### src/rtl/lbist_controller.sv
// Logic-BIST run sequencer: feeds each seed to the LFSR and the hash count to the MISR,
// then checks the returned MISR signature against its golden value.
module lbist_controller #(
  parameter int unsigned SEED_BITS           = 32,
  parameter int unsigned SIGNATURE_BITS      = 32,
  parameter int unsigned NUM_SEEDS           = 4,
  parameter int unsigned MAX_OUTPUTS_TO_HASH = 32,
  parameter int unsigned LBIST_MSG_BITS      = $clog2(MAX_OUTPUTS_TO_HASH),
  parameter logic [NUM_SEEDS*SEED_BITS-1:0]      SEEDS      = '0,
  parameter logic [NUM_SEEDS*SIGNATURE_BITS-1:0] SIGNATURES = '0
) (
  input  logic                      clk,
  input  logic                      reset,
  input  logic                      start_val,
  output logic                      start_rdy,
  output logic                      lfsr_req_val,
  output logic [SEED_BITS-1:0]      lfsr_req_msg,
  input  logic                      lfsr_req_rdy,
  output logic                      misr_req_val,
  output logic [LBIST_MSG_BITS:0]   misr_req_msg,
  input  logic                      misr_req_rdy,
  input  logic                      misr_resp_val,
  input  logic [SIGNATURE_BITS-1:0] misr_resp_msg,
  output logic                      misr_resp_rdy,
  output logic                      done_val,
  output logic [NUM_SEEDS-1:0]      done_msg,
  input  logic                      done_rdy
);

  localparam int unsigned IDX_BITS = (NUM_SEEDS > 1) ? $clog2(NUM_SEEDS) : 1;
  localparam int unsigned MSG_BITS = LBIST_MSG_BITS + 1;
  localparam logic [IDX_BITS-1:0] LAST_IDX = IDX_BITS'(NUM_SEEDS - 1);

  typedef enum logic [1:0] {
    IDLE     = 2'd0,
    SEND     = 2'd1,
    WAIT_SIG = 2'd2,
    DONE     = 2'd3
  } state_t;

  state_t               state;
  state_t               state_next;
  logic [IDX_BITS-1:0]  idx;
  logic [NUM_SEEDS-1:0] result;
  logic                 lfsr_sent;
  logic                 misr_sent;

  logic start_fire;
  logic lfsr_fire;
  logic misr_fire;
  logic resp_fire;
  logic done_fire;
  logic send_done;
  logic sig_match;

  assign start_fire = start_val && start_rdy;
  assign lfsr_fire  = lfsr_req_val && lfsr_req_rdy;
  assign misr_fire  = misr_req_val && misr_req_rdy;
  assign resp_fire  = misr_resp_val && misr_resp_rdy;
  assign done_fire  = done_val && done_rdy;

  // Seed is finished once both requests have been accepted, possibly in the same cycle.
  assign send_done = (lfsr_sent || lfsr_fire) && (misr_sent || misr_fire);
  assign sig_match = (misr_resp_msg == SIGNATURES[32'(idx)*SIGNATURE_BITS +: SIGNATURE_BITS]);

  assign lfsr_req_msg = SEEDS[32'(idx)*SEED_BITS +: SEED_BITS];
  assign misr_req_msg = MSG_BITS'(MAX_OUTPUTS_TO_HASH);

  // State register
  always_ff @(posedge clk) begin
    if (reset) state <= IDLE;
    else       state <= state_next;
  end

  // Next-state logic
  always_comb begin
    state_next = state;
    case (state)
      IDLE:     if (start_fire) state_next = SEND;
      SEND:     if (send_done)  state_next = WAIT_SIG;
      WAIT_SIG: if (resp_fire)  state_next = (idx == LAST_IDX) ? DONE : SEND;
      DONE:     if (done_fire)  state_next = IDLE;
      default:  state_next = IDLE;
    endcase
  end

  // Moore handshake outputs
  always_comb begin
    start_rdy     = 1'b0;
    lfsr_req_val  = 1'b0;
    misr_req_val  = 1'b0;
    misr_resp_rdy = 1'b0;
    done_val      = 1'b0;
    done_msg      = '0;
    case (state)
      IDLE:     start_rdy     = 1'b1;
      SEND: begin
        lfsr_req_val = !lfsr_sent;
        misr_req_val = !misr_sent;
      end
      WAIT_SIG: misr_resp_rdy = 1'b1;
      DONE: begin
        done_val = 1'b1;
        done_msg = result;
      end
      default: ;
    endcase
  end

  // Seed index, per-seed pass bits and request-sent flags
  always_ff @(posedge clk) begin
    if (reset) begin
      idx       <= '0;
      result    <= '0;
      lfsr_sent <= 1'b0;
      misr_sent <= 1'b0;
    end else begin
      case (state)
        IDLE: begin
          if (start_fire) begin
            idx       <= '0;
            result    <= '0;
            lfsr_sent <= 1'b0;
            misr_sent <= 1'b0;
          end
        end
        SEND: begin
          if (send_done) begin
            lfsr_sent <= 1'b0;
            misr_sent <= 1'b0;
          end else begin
            if (lfsr_fire) lfsr_sent <= 1'b1;
            if (misr_fire) misr_sent <= 1'b1;
          end
        end
        WAIT_SIG: begin
          if (resp_fire) begin
            result[idx] <= sig_match;
            if (idx != LAST_IDX) idx <= idx + IDX_BITS'(1);
          end
        end
        DONE: begin
          if (done_fire) idx <= '0;
        end
        default: ;
      endcase
    end
  end

endmodule

### config.mk
export PLATFORM = sky130hd
export DESIGN_NAME = lbist_controller
export DESIGN_NICKNAME = d
export VERILOG_FILES = /design/src/rtl/lbist_controller.sv
export SDC_FILE = /design/constraint.sdc
export NUM_CORES = 1
export LEC_CHECK = 0
export BUFFER_PORTS_ARGS = -buffer_cell sky130_fd_sc_hd__buf_2
export CAP_MARGIN = 10
export CORE_ASPECT_RATIO = 0.9
export CORE_MARGIN = 2
export CORE_UTILIZATION = 30
export CTS_BUF_LIST = sky130_fd_sc_hd__clkbuf_16
export DETAILED_ROUTE_END_ITERATION = 7
export GPL_TIMING_DRIVEN = 0
export PLACE_DENSITY = 0.68
export SYNTH_ARGS = -nofsm -noshare
export SYNTH_HDL_FRONTEND = slang
export SYNTH_SLANG_ARGS = --single-unit
### constraint.sdc
create_clock -name clk -period 1.26 [get_ports clk]
set_input_delay 0.126 -clock clk [delete_from_list [all_inputs] [get_ports clk]]
set_output_delay 0.126 -clock clk [all_outputs]
set_load 0.01 [all_outputs]
# [Word-level counts from Yosys, hierarchy flattened]
# Cells that the tools add are included.
# W data, S select, Z words.
[word_totals] register_bits=10 out_inout_bits=47 input_bits=39
[classes] n_lt_le_gt_ge=2 n_mux=29 shifts=1 eq_ne=13 n_reduce_logical=20 n_addsub=1
[ops] op="$shiftx A128 B8 Y32 const A" count=1
[ops] op="$eq A32 B32 Y1" count=1
[ops] op="$mux W2" count=8
[ops] op="$mux W4" count=3
[ops] op="$ne A2 B2 Y1 const B" count=6
[ops] op="$mux W1" count=11
[ops] op="$reduce_and A3 Y1" count=3
[ops] op="$pmux W2 S4" count=1
[ops] op="$pmux W4 S2" count=1
[ops] op="$logic_and A1 B1 Y1" count=7
[ops] op="$eq A2 B2 Y1 const B" count=3
[ops] op="$ne A3 B3 Y1 const B" count=2
[ops] op="$pmux W2 S3" count=1
[ops] op="$reduce_and A5 Y1" count=1
[ops] op="$bwmux W4" count=1
[ops] op="$pmux W1 S2" count=2
[ops] op="$reduce_and A4 Y1" count=1
[ops] op="$reduce_bool A2 Y1" count=2
[ops] op="$lt A2 B3 Y1 const B" count=1
[ops] op="$reduce_bool A3 Y1" count=1
[ops] op="$add A2 B1 Y2 const B" count=1
[ops] op="$demux W1 S2" count=1
[ops] op="$eq A2 B1 Y1 const B" count=1
[ops] op="$ge A2 B1 Y1 const B" count=1
[ops] op="other kinds (3)" count=5

# [Logic depth before layout (Yosys ltp)]
# Gate-level depths: netlist of run 1.
[depth] ltp_word=7 ltp_mapped=5 depth_no_buf=5

# [Worst setup path after synthesis of run 1]
# OpenSTA, ideal clock, no wires.
[synth_path] kind="flip-flop to flip-flop" start="register idx[0]" end="register state[1]" period_less_slack_ns=1.197 required_ns=1.128 arrival_ns=1.064 slack_ns=0.063 path_stages_with_launch=6 n_path_buf=0 path_cell_list="dfxtp_1 ha_1 nor2b_1 a21boi_2 a2bb2oi_2 nor3b_2"
[synth_between] elab_chain_cells=4
[synth_lines] element="start: declaration" line_no="43" rtl="logic [IDX_BITS-1:0] idx;"
[synth_lines] element="start signal: assignment" line_no="139" rtl="if (idx != LAST_IDX) idx <= idx + IDX_BITS'(1);"
[synth_lines] element="$eq A2 B2 Y1" line_no="81" rtl="WAIT_SIG: if (resp_fire) state_next = (idx == LAST_IDX) ? DONE : SEND;"
[synth_lines] element="$mux W2 (2 in series)" line_no="81"
[synth_lines] element="$pmux W2 S4" line_no="78" rtl="case (state)"
[synth_lines] element="end signal: assignment" line_no="72" rtl="else state <= state_next;"
[synth_lines] element="end: declaration" line_no="41" rtl="state_t state;"
# No other way between the ends. The select of a mux whose other input is x is not followed.
# A chain may end at the register's enable or synchronous reset.

# [Worst setup path in the final report of run 1]
[layout_path] start="register state[0]" end="output port misr_resp_rdy"
[layout_between] elab_chain_cells=2
[layout_lines] element="$eq A2 B2 Y1" line_no="95" rtl="case (state)"
[layout_lines] element="$mux W1" line_no="95"
[layout_lines] element="end: declaration" line_no="24" rtl="output logic misr_resp_rdy,"
# No other way between the ends.

==> impl_metrics.prom, run 1 <==
# TYPE chip_impl_metric gauge
chip_impl_info{name="hold_start",value="lfsr_req_rdy"} 1
chip_impl_metric{name="gpl.final_weighted_congestion",unit=""} 0.7432
chip_impl_metric{name="timing.hold.ws",unit="ns"} 0.1347
chip_impl_metric{name="drtPass1Iterations",unit=""} 4
chip_impl_metric{name="worst_slack",unit="ns"} 0.004223
chip_impl_metric{name="synth_top_area_share",unit="%"} 29.25
chip_impl_metric{name="finish.utilization",unit="%"} 49.74
chip_impl_metric{name="ys.warnings.count",unit=""} 0
chip_impl_metric{name="critical_path_data_arrival_time",unit="ns"} 1.13
chip_impl_info{name="regToRegStartpoint",value="state[0]"} 1
chip_impl_metric{name="globalRouteOverflowTotal",unit=""} 0
chip_impl_metric{name="synth_cell_type_count",unit=""} 36
chip_impl_metric{name="postSynthAreaPerCell",unit="um2"} 8.008
chip_impl_info{name="synth_top_area_cell",value="buf_4"} 1
chip_impl_metric{name="hold_depth",unit=""} 3
chip_impl_metric{name="dieHeight",unit="um"} 58.80
chip_impl_metric{name="remaining_routing_drc_violations",unit=""} 0
chip_impl_metric{name="ios",unit=""} 86
chip_impl_metric{name="num_antenna_cells",unit=""} 0
chip_impl_metric{name="fmax",unit="GHz"} 0.7963
chip_impl_info{name="startpoint_to_endpoint_class_of_the_critical_path",value="reg -> out"} 1
chip_impl_metric{name="first_pass_grt_wire_length",unit="um"} 3560
chip_impl_metric{name="drt-wirelength-per-cell",unit="um"} 9.047
chip_impl_metric{name="asyncSetResetFlopFracSynth",unit="%"} 0
chip_impl_metric{name="place_area",unit="mm2"} 0.001419
chip_impl_metric{name="design.core.area",unit="mm2"} 0.003114
chip_impl_metric{name="crit_required",unit="ns"} 1.13
chip_impl_metric{name="antenna_found_initial",unit=""} 0
chip_impl_info{name="run_status",value="complete, no violations"} 1
chip_impl_metric{name="number_of_global_route_vias_before_repair",unit=""} 841
chip_impl_metric{name="total_leakage_power",unit="nW"} 0.8402
chip_impl_metric{name="viasPerCell",unit=""} 3.804
chip_impl_metric{name="cap_violations",unit=""} 0
chip_impl_metric{name="worst_skew_pair.late_latency",unit="ns"} 0.24
chip_impl_metric{name="area.sequential",unit="um2"} 210.2
chip_impl_metric{name="tightest_slew",unit="ns"} 0.5152
chip_impl_metric{name="fillerInstances",unit=""} 309
chip_impl_info{name="synth.top_cells.by_area",value="buf_4 (29%), dfxtp_1 (20%), ha_1 (5.0%)"} 1
chip_impl_metric{name="crit_buf_inv",unit=""} 2
chip_impl_metric{name="synth_cells",unit=""} 125
chip_impl_metric{name="ir_worst_vdd",unit="uV"} 486.1
chip_impl_metric{name="slew_headroom",unit="%"} 65.65
chip_impl_metric{name="p_per_area",unit="mW/mm2"} 926.2
chip_impl_metric{name="clock_sinks",unit=""} 10
chip_impl_metric{name="placement_rows",unit=""} 19
chip_impl_metric{name="die_width",unit="um"} 64.89
chip_impl_metric{name="ant_nets",unit=""} 0
chip_impl_metric{name="layout.nets",unit=""} 257
chip_impl_info{name="worst_path_cell_chain",value="buf_6, and2b_2, buf_2"} 1
chip_impl_metric{name="initial_core_utilization",unit="%"} 32.14
chip_impl_metric{name="synth_enable_flop_cells",unit=""} 0
chip_impl_metric{name="totalWireLength",unit="um"} 2307
chip_impl_metric{name="post_synth_instance_area",unit="mm2"} 0.001001
chip_impl_metric{name="port-buffer-count",unit=""} 46
chip_impl_metric{name="detailed_place_hpwl",unit="um"} 1837
chip_impl_metric{name="design.die.area",unit="mm2"} 0.003815
chip_impl_metric{name="detailedPlace.worstSlack",unit="ns"} -0.03726
chip_impl_metric{name="rrSetupSlack",unit="ns"} 0.07
chip_impl_info{name="synth_top_flop_cell",value="dfxtp_1"} 1
chip_impl_info{name="element_type_at_the_critical_path_end",value="output pin"} 1
chip_impl_info{name="worstHoldPathType",value="in -> reg"} 1
chip_impl_info{name="crit-reg2reg-capture",value="result[3]"} 1
chip_impl_metric{name="clock_tree.buffer_depth",unit=""} 2
chip_impl_metric{name="synth.yosys.seq_area_share",unit="%"} 20.00
chip_impl_metric{name="num_vias",unit=""} 970
chip_impl_metric{name="period_minus_slack",unit="ns"} 1.256
chip_impl_metric{name="final-max-slew-violation-count",unit=""} 0
chip_impl_metric{name="hold_viol_final",unit=""} 0
chip_impl_metric{name="area_delta_synth_final",unit="%"} 54.75
chip_impl_metric{name="setup_viol",unit=""} 0
chip_impl_metric{name="post-route-period-util",unit="%"} 99.66
chip_impl_metric{name="track_usage",unit="%"} 11.80
chip_impl_info{name="grt_setup_unrepaired",value="true"} 1
chip_impl_info{name="clock_tree_from_tritoncts",value="yes"} 1
chip_impl_info{name="setup.worst_path.start_class",value="flip-flop"} 1
chip_impl_metric{name="drive_above_1_share",unit="%"} 50.70
chip_impl_metric{name="slowest_delay",unit="ns"} 0.36
chip_impl_info{name="critical-path-top-delay-family",value="flip-flops"} 1
chip_impl_info{name="top_count_cell_post_synth",value="buf_4"} 1
chip_impl_metric{name="yosys_register_bits",unit=""} 10
chip_impl_metric{name="path_clk_slew",unit="ns"} 0.04
chip_impl_metric{name="post-place-cells",unit=""} 249
chip_impl_metric{name="grt_start_max_net_pins",unit=""} 11
chip_impl_metric{name="finalInstanceArea",unit="mm2"} 0.001549
chip_impl_metric{name="reg2regPathDepth",unit=""} 5
chip_impl_metric{name="ctsHtreeMaxLevel",unit=""} 1
chip_impl_metric{name="numCtsBuffers",unit=""} 3
chip_impl_info{name="clock_tree.root_cell",value="clkbuf_16"} 1
chip_impl_metric{name="clock_skew",unit="ns"} 0.003275
chip_impl_metric{name="critical_path_peak_fanout",unit=""} 9
chip_impl_info{name="cpMaxStageDelayCell",value="dfxtp_4"} 1
chip_impl_metric{name="detail_route.iter0.violations",unit=""} 17
chip_impl_metric{name="multiInputGateArea",unit="um2"} 643.1
chip_impl_info{name="worst_hold_path.endpoint",value="lfsr_sent"} 1
chip_impl_metric{name="post_layout_nonfiller_instances",unit=""} 255
chip_impl_info{name="synth_common_cells",value="buf_4 (39), dfxtp_1 (10), nor4_1 (8), nand2_1 (6), nor2_1 (5)"} 1
## metrics by stage
stage | TNS [ns] | total power (W)
5_1_grt | -0.03592 | 0.001509
3_5_place_dp | -0.1014 | 0.0008206
3_3_place_gp | -0.06107 | 0.0008162
2_1_floorplan | 0 | 0.0007003
6_report | 0 | 0.001435
4_1_cts | 0 | 0.001417
## cell type report
type                            count  share of cell area (%)
Tap cell                           42                   3.393
Clock buffer                        3                   4.847
Clock inverter                      1                  0.2423
Buffer                             41                   20.11
Multi-Input combinational cell    108                   41.52
Timing Repair Buffer               48                   15.83
Sequential cell                    10                   13.57
Inverter                            2                  0.4847
## cell families after synthesis
| kind of cell | share of synthesized area [%] |
|---|---|
| adder cells (fa/ha/maj) | 5.000 |
| buffers and inverters | 30.87 |
| AND/OR/NAND/NOR | 28.75 |
| other | 0.7503 |
| AO/OA/AOI/OAI | 12.62 |
| multiplexers | 2.000 |
| flip-flops | 20.00 |
## how the worst max path moves through the flow
stage | slack (ns) | depth (start not counted) | end | start
after CTS | 0.005 | 5 | state[1] | idx[0]
final | 0.004 | 3 | misr_resp_rdy | state[0]
after floorplan | 0.06 | 5 | state[1] | idx[0]
after global placement | -0.03 | 5 | idx[1] | idx[0]
after global routing | -0.02 | 3 | misr_resp_rdy | state[0]
after detailed placement | -0.04 | 5 | idx[1] | idx[0]
## placed cells by master, fill, tap and decap left out, types with 2 or more instances in the layout
master      n
a21o_1      2
a21oi_1     3
and2_1      4
and3_1      4
buf_2      46
buf_4      40
buf_6       2
clkbuf_16   3
conb_1     38
dfxtp_1     6
dfxtp_2     2
dfxtp_4     2
ha_1        3
inv_1       2
mux2i_1     2
nand2_1     6
nand2b_1    4
nand3_1     3
nand4_1     2
nor2_1      5
nor2b_1     2
nor2b_2     2
nor4_1      8
o22ai_1     4
## registers in the layout (all words and copies together), names as in the netlist
register and count:
idx 2, misr_sent 1, result 4, state 2, lfsr_sent 1
## worst reg2reg max path, delay by kind of cell (launching register included)
kind	cells	cell delay (ns)
AND/OR/NAND/NOR	1	0.17
flip-flops	1	0.35
AO/OA/AOI/OAI	2	0.34
buffers and inverters	2	0.26
## repair_timing
action	in CTS	in global routing
resized for setup	8	5
hold buffers	0	0
pin swaps	1	2
setup endpoints to repair	10	5
setup buffers	0	2
## where the power goes
group	internal (W)	total (W)	switching, W	leakage [nW]
clock	0.000417	0.000575	0.000158	0.0385
sequential	0.000339	0.000363	0.0000238	0.0834
combinational	0.000257	0.000497	0.000240	0.718
total	0.00101	0.00143	0.000422	0.840
## routing by layer
metal  routed length [um]  global-route usage, %  part of all wire, %  up-vias
li1                     -                      -                    -      528
met1                  897                  13.47                   39      402
met2                 1205                  21.21                   52       36
met3                  163                  2.103                  7.1        4
met4                   40                  6.079                  1.7        0
met5                    0                      0                    0        -
(Power assumes the default switching activity.)
==> inputs of run 2 (changes only) <==
--- a/config.mk
+++ b/config.mk
@@ -8,12 +8,13 @@
 export BUFFER_PORTS_ARGS = -buffer_cell sky130_fd_sc_hd__buf_2
 export CAP_MARGIN = 10
 export CORE_ASPECT_RATIO = 0.9
-export CORE_MARGIN = 2
+export CORE_MARGIN = 5
 export CORE_UTILIZATION = 30
 export CTS_BUF_LIST = sky130_fd_sc_hd__clkbuf_16
+export CTS_CLUSTER_DIAMETER = 80
 export DETAILED_ROUTE_END_ITERATION = 7
 export GPL_TIMING_DRIVEN = 0
-export PLACE_DENSITY = 0.68
+export PLACE_DENSITY = 0.66
 export SYNTH_ARGS = -nofsm -noshare
 export SYNTH_HDL_FRONTEND = slang
 export SYNTH_SLANG_ARGS = --single-unit
==> constraint.sdc (replaced) <==
create_clock -name clk -period 1.38 [get_ports clk]
set_input_delay 0.138 -clock clk [delete_from_list [all_inputs] [get_ports clk]]
set_output_delay 0.138 -clock clk [all_outputs]
set_load 0.01 [all_outputs]
==> impl_metrics.prom, run 2 (synthesis results as in run 1) <==
# TYPE chip_impl_metric gauge
chip_impl_metric{name="placement_rows",unit=""} 19
chip_impl_metric{name="antenna_found_initial",unit=""} 0
chip_impl_metric{name="die_width",unit="um"} 70.89
chip_impl_metric{name="remaining_routing_drc_violations",unit=""} 0
chip_impl_metric{name="ios",unit=""} 86
chip_impl_metric{name="reg2regPathDepth",unit=""} 5
chip_impl_metric{name="design.die.area",unit="mm2"} 0.004593
chip_impl_metric{name="ctsHtreeMaxLevel",unit=""} 1
chip_impl_info{name="critical-path-top-delay-family",value="flip-flops"} 1
chip_impl_metric{name="drt-wirelength-per-cell",unit="um"} 9.289
chip_impl_metric{name="port-buffer-count",unit=""} 46
chip_impl_metric{name="setup_viol",unit=""} 0
chip_impl_metric{name="critical_path_data_arrival_time",unit="ns"} 1.20
chip_impl_info{name="run_status",value="complete, no violations"} 1
chip_impl_metric{name="grt_start_max_net_pins",unit=""} 11
chip_impl_metric{name="ir_worst_vdd",unit="uV"} 435.1
chip_impl_metric{name="gpl.final_weighted_congestion",unit=""} 0.7394
chip_impl_info{name="worstHoldPathType",value="in -> reg"} 1
chip_impl_metric{name="path_clk_slew",unit="ns"} 0.04
chip_impl_metric{name="totalWireLength",unit="um"} 2350
chip_impl_metric{name="number_of_global_route_vias_before_repair",unit=""} 839
chip_impl_metric{name="hold_depth",unit=""} 3
chip_impl_info{name="leading_cell_types_in_the_layout_fill_and_taps_excluded",value="buf_2 (46), buf_4 (38), conb_1 (38)"} 1
chip_impl_metric{name="worst_slack",unit="ns"} 0.04390
chip_impl_metric{name="numCtsBuffers",unit=""} 3
chip_impl_metric{name="cap_violations",unit=""} 0
chip_impl_metric{name="drive_above_1_share",unit="%"} 47.39
chip_impl_info{name="clock_tree_from_tritoncts",value="yes"} 1
chip_impl_metric{name="viasPerCell",unit=""} 3.715
chip_impl_metric{name="fmax",unit="GHz"} 0.7484
chip_impl_metric{name="clock_tree.buffer_depth",unit=""} 2
chip_impl_metric{name="ant_nets",unit=""} 0
chip_impl_metric{name="p_per_area",unit="mW/mm2"} 850.9
chip_impl_metric{name="setup-tns-final",unit="ns"} 0
chip_impl_info{name="setup.worst_path.start_class",value="flip-flop"} 1
chip_impl_metric{name="hold_viol_final",unit=""} 0
chip_impl_metric{name="timing.hold.ws",unit="ns"} 0.1449
chip_impl_metric{name="detailedPlace.worstSlack",unit="ns"} 0.08395
chip_impl_metric{name="clock_sinks",unit=""} 10
chip_impl_metric{name="slowest_delay",unit="ns"} 0.40
chip_impl_metric{name="dieHeight",unit="um"} 64.80
chip_impl_metric{name="total_leakage_power",unit="nW"} 0.8287
chip_impl_metric{name="drtPass1Iterations",unit=""} 4
chip_impl_info{name="clock_tree.root_cell",value="clkbuf_16"} 1
chip_impl_info{name="register_ranked_first_by_flip_flop_count",value="result"} 1
chip_impl_metric{name="layout.nets",unit=""} 255
chip_impl_metric{name="crit_buf_inv",unit=""} 2
chip_impl_info{name="startpoint_to_endpoint_class_of_the_critical_path",value="reg -> out"} 1
chip_impl_metric{name="critical_path_peak_fanout",unit=""} 10
chip_impl_metric{name="flip_flop_count_of_the_largest_register_all_copies_and_words_added",unit=""} 4
chip_impl_metric{name="crit_required",unit="ns"} 1.24
chip_impl_info{name="grt_setup_unrepaired",value="false"} 1
chip_impl_metric{name="detail_route.iter0.violations",unit=""} 45
chip_impl_metric{name="fillerInstances",unit=""} 329
chip_impl_metric{name="worst_skew_pair.late_latency",unit="ns"} 0.24
chip_impl_metric{name="post-route-period-util",unit="%"} 96.82
chip_impl_info{name="cpMaxStageDelayCell",value="dfxtp_1"} 1
chip_impl_metric{name="initial_core_utilization",unit="%"} 31.90
chip_impl_metric{name="first_pass_grt_wire_length",unit="um"} 3615
chip_impl_metric{name="area.sequential",unit="um2"} 200.2
chip_impl_info{name="layout_commonest_cell",value="buf_2"} 1
chip_impl_metric{name="multiInputGateArea",unit="um2"} 628.1
chip_impl_metric{name="num_vias",unit=""} 940
chip_impl_metric{name="post_layout_nonfiller_instances",unit=""} 253
chip_impl_metric{name="globalRouteOverflowTotal",unit=""} 0
chip_impl_info{name="worst_path_cell_chain",value="buf_6, and2b_2, buf_2"} 1
chip_impl_metric{name="area_delta_synth_final",unit="%"} 50.37
chip_impl_info{name="biggestRegsByFlops",value="result x4, idx x2, state x2"} 1
chip_impl_info{name="element_type_at_the_critical_path_end",value="output pin"} 1
chip_impl_metric{name="design.core.area",unit="mm2"} 0.003138
chip_impl_metric{name="postCtsSetupRepairBufs",unit=""} 0
chip_impl_metric{name="period_minus_slack",unit="ns"} 1.336
chip_impl_metric{name="post-place-cells",unit=""} 249
chip_impl_metric{name="detailed_place_hpwl",unit="um"} 2041
chip_impl_metric{name="track_usage",unit="%"} 9.659
chip_impl_metric{name="clock_skew",unit="ns"} 0.002235
chip_impl_metric{name="final-max-slew-violation-count",unit=""} 0
chip_impl_metric{name="num_antenna_cells",unit=""} 0
chip_impl_metric{name="worst-path-stages",unit=""} 3
==> run 2: through the flow <==
stage                      power, W  cell area, um2  utilization (%)
final                      0.001281            1505            47.97
after global routing       0.001349            1505            47.97
after CTS                  0.001274            1498            47.73
after detailed placement  0.0007500            1419            45.22
after global placement    0.0007465            1419            45.22
after floorplan           0.0006394            1136                -
==> run 2: worst paths after layout <==
path                start       endpoint  slack [ns]
min reg2reg     result[1]      result[1]        0.46
min          lfsr_req_rdy      lfsr_sent        0.14
max reg2reg        idx[0]         idx[0]        0.09
max              state[0]  misr_resp_rdy        0.04
==> run 2: power breakdown <==
part,switching (W),total [W],internal (W)
registers,0.0000179,0.000325,0.000307
logic,0.000213,0.000433,0.000220
clock network,0.000142,0.000523,0.000380
total,0.000374,0.00128,0.000907
==> run 2: worst reg2reg max path, delay by kind of cell, from the launching register on <==
family	cells	cell delay (ns)
AOI/OAI and AO/OA	2	0.37
DFF	1	0.40
adders and majority gates	1	0.19
muxes	1	0.20
and+or+nand+nor	1	0.07
==> run 2: layer usage <==
metal / global-route usage (%) / vias to the layer above / routed length (um)
met1: 10.75 / 380 / 871
met3: 2.318 / 5 / 172
met2: 17.13 / 32 / 1251
met4: 4.930 / 0 / 54
li1: - / 523 / -
met5: 0 / - / 0
==> run 2: what timing repair did <==
| action | in CTS | in global routing |
|---|---|---|
| hold buffers | 0 | 0 |
| endpoints found under the setup margin | 0 | 1 |
| gates resized for setup | 0 | 3 |
| endpoints found under the hold margin | 0 | 0 |
==> run 2: final cells by class <==
type                    count  area share [%]
multi-input cells         108           41.73
plain buffers              41           20.45
repair buffers             46           15.30
flip-flops and latches     10           13.30
clock buffers               3           4.988
well taps                  42           3.491
inverters                   2          0.4988
clock inverters             1          0.2494
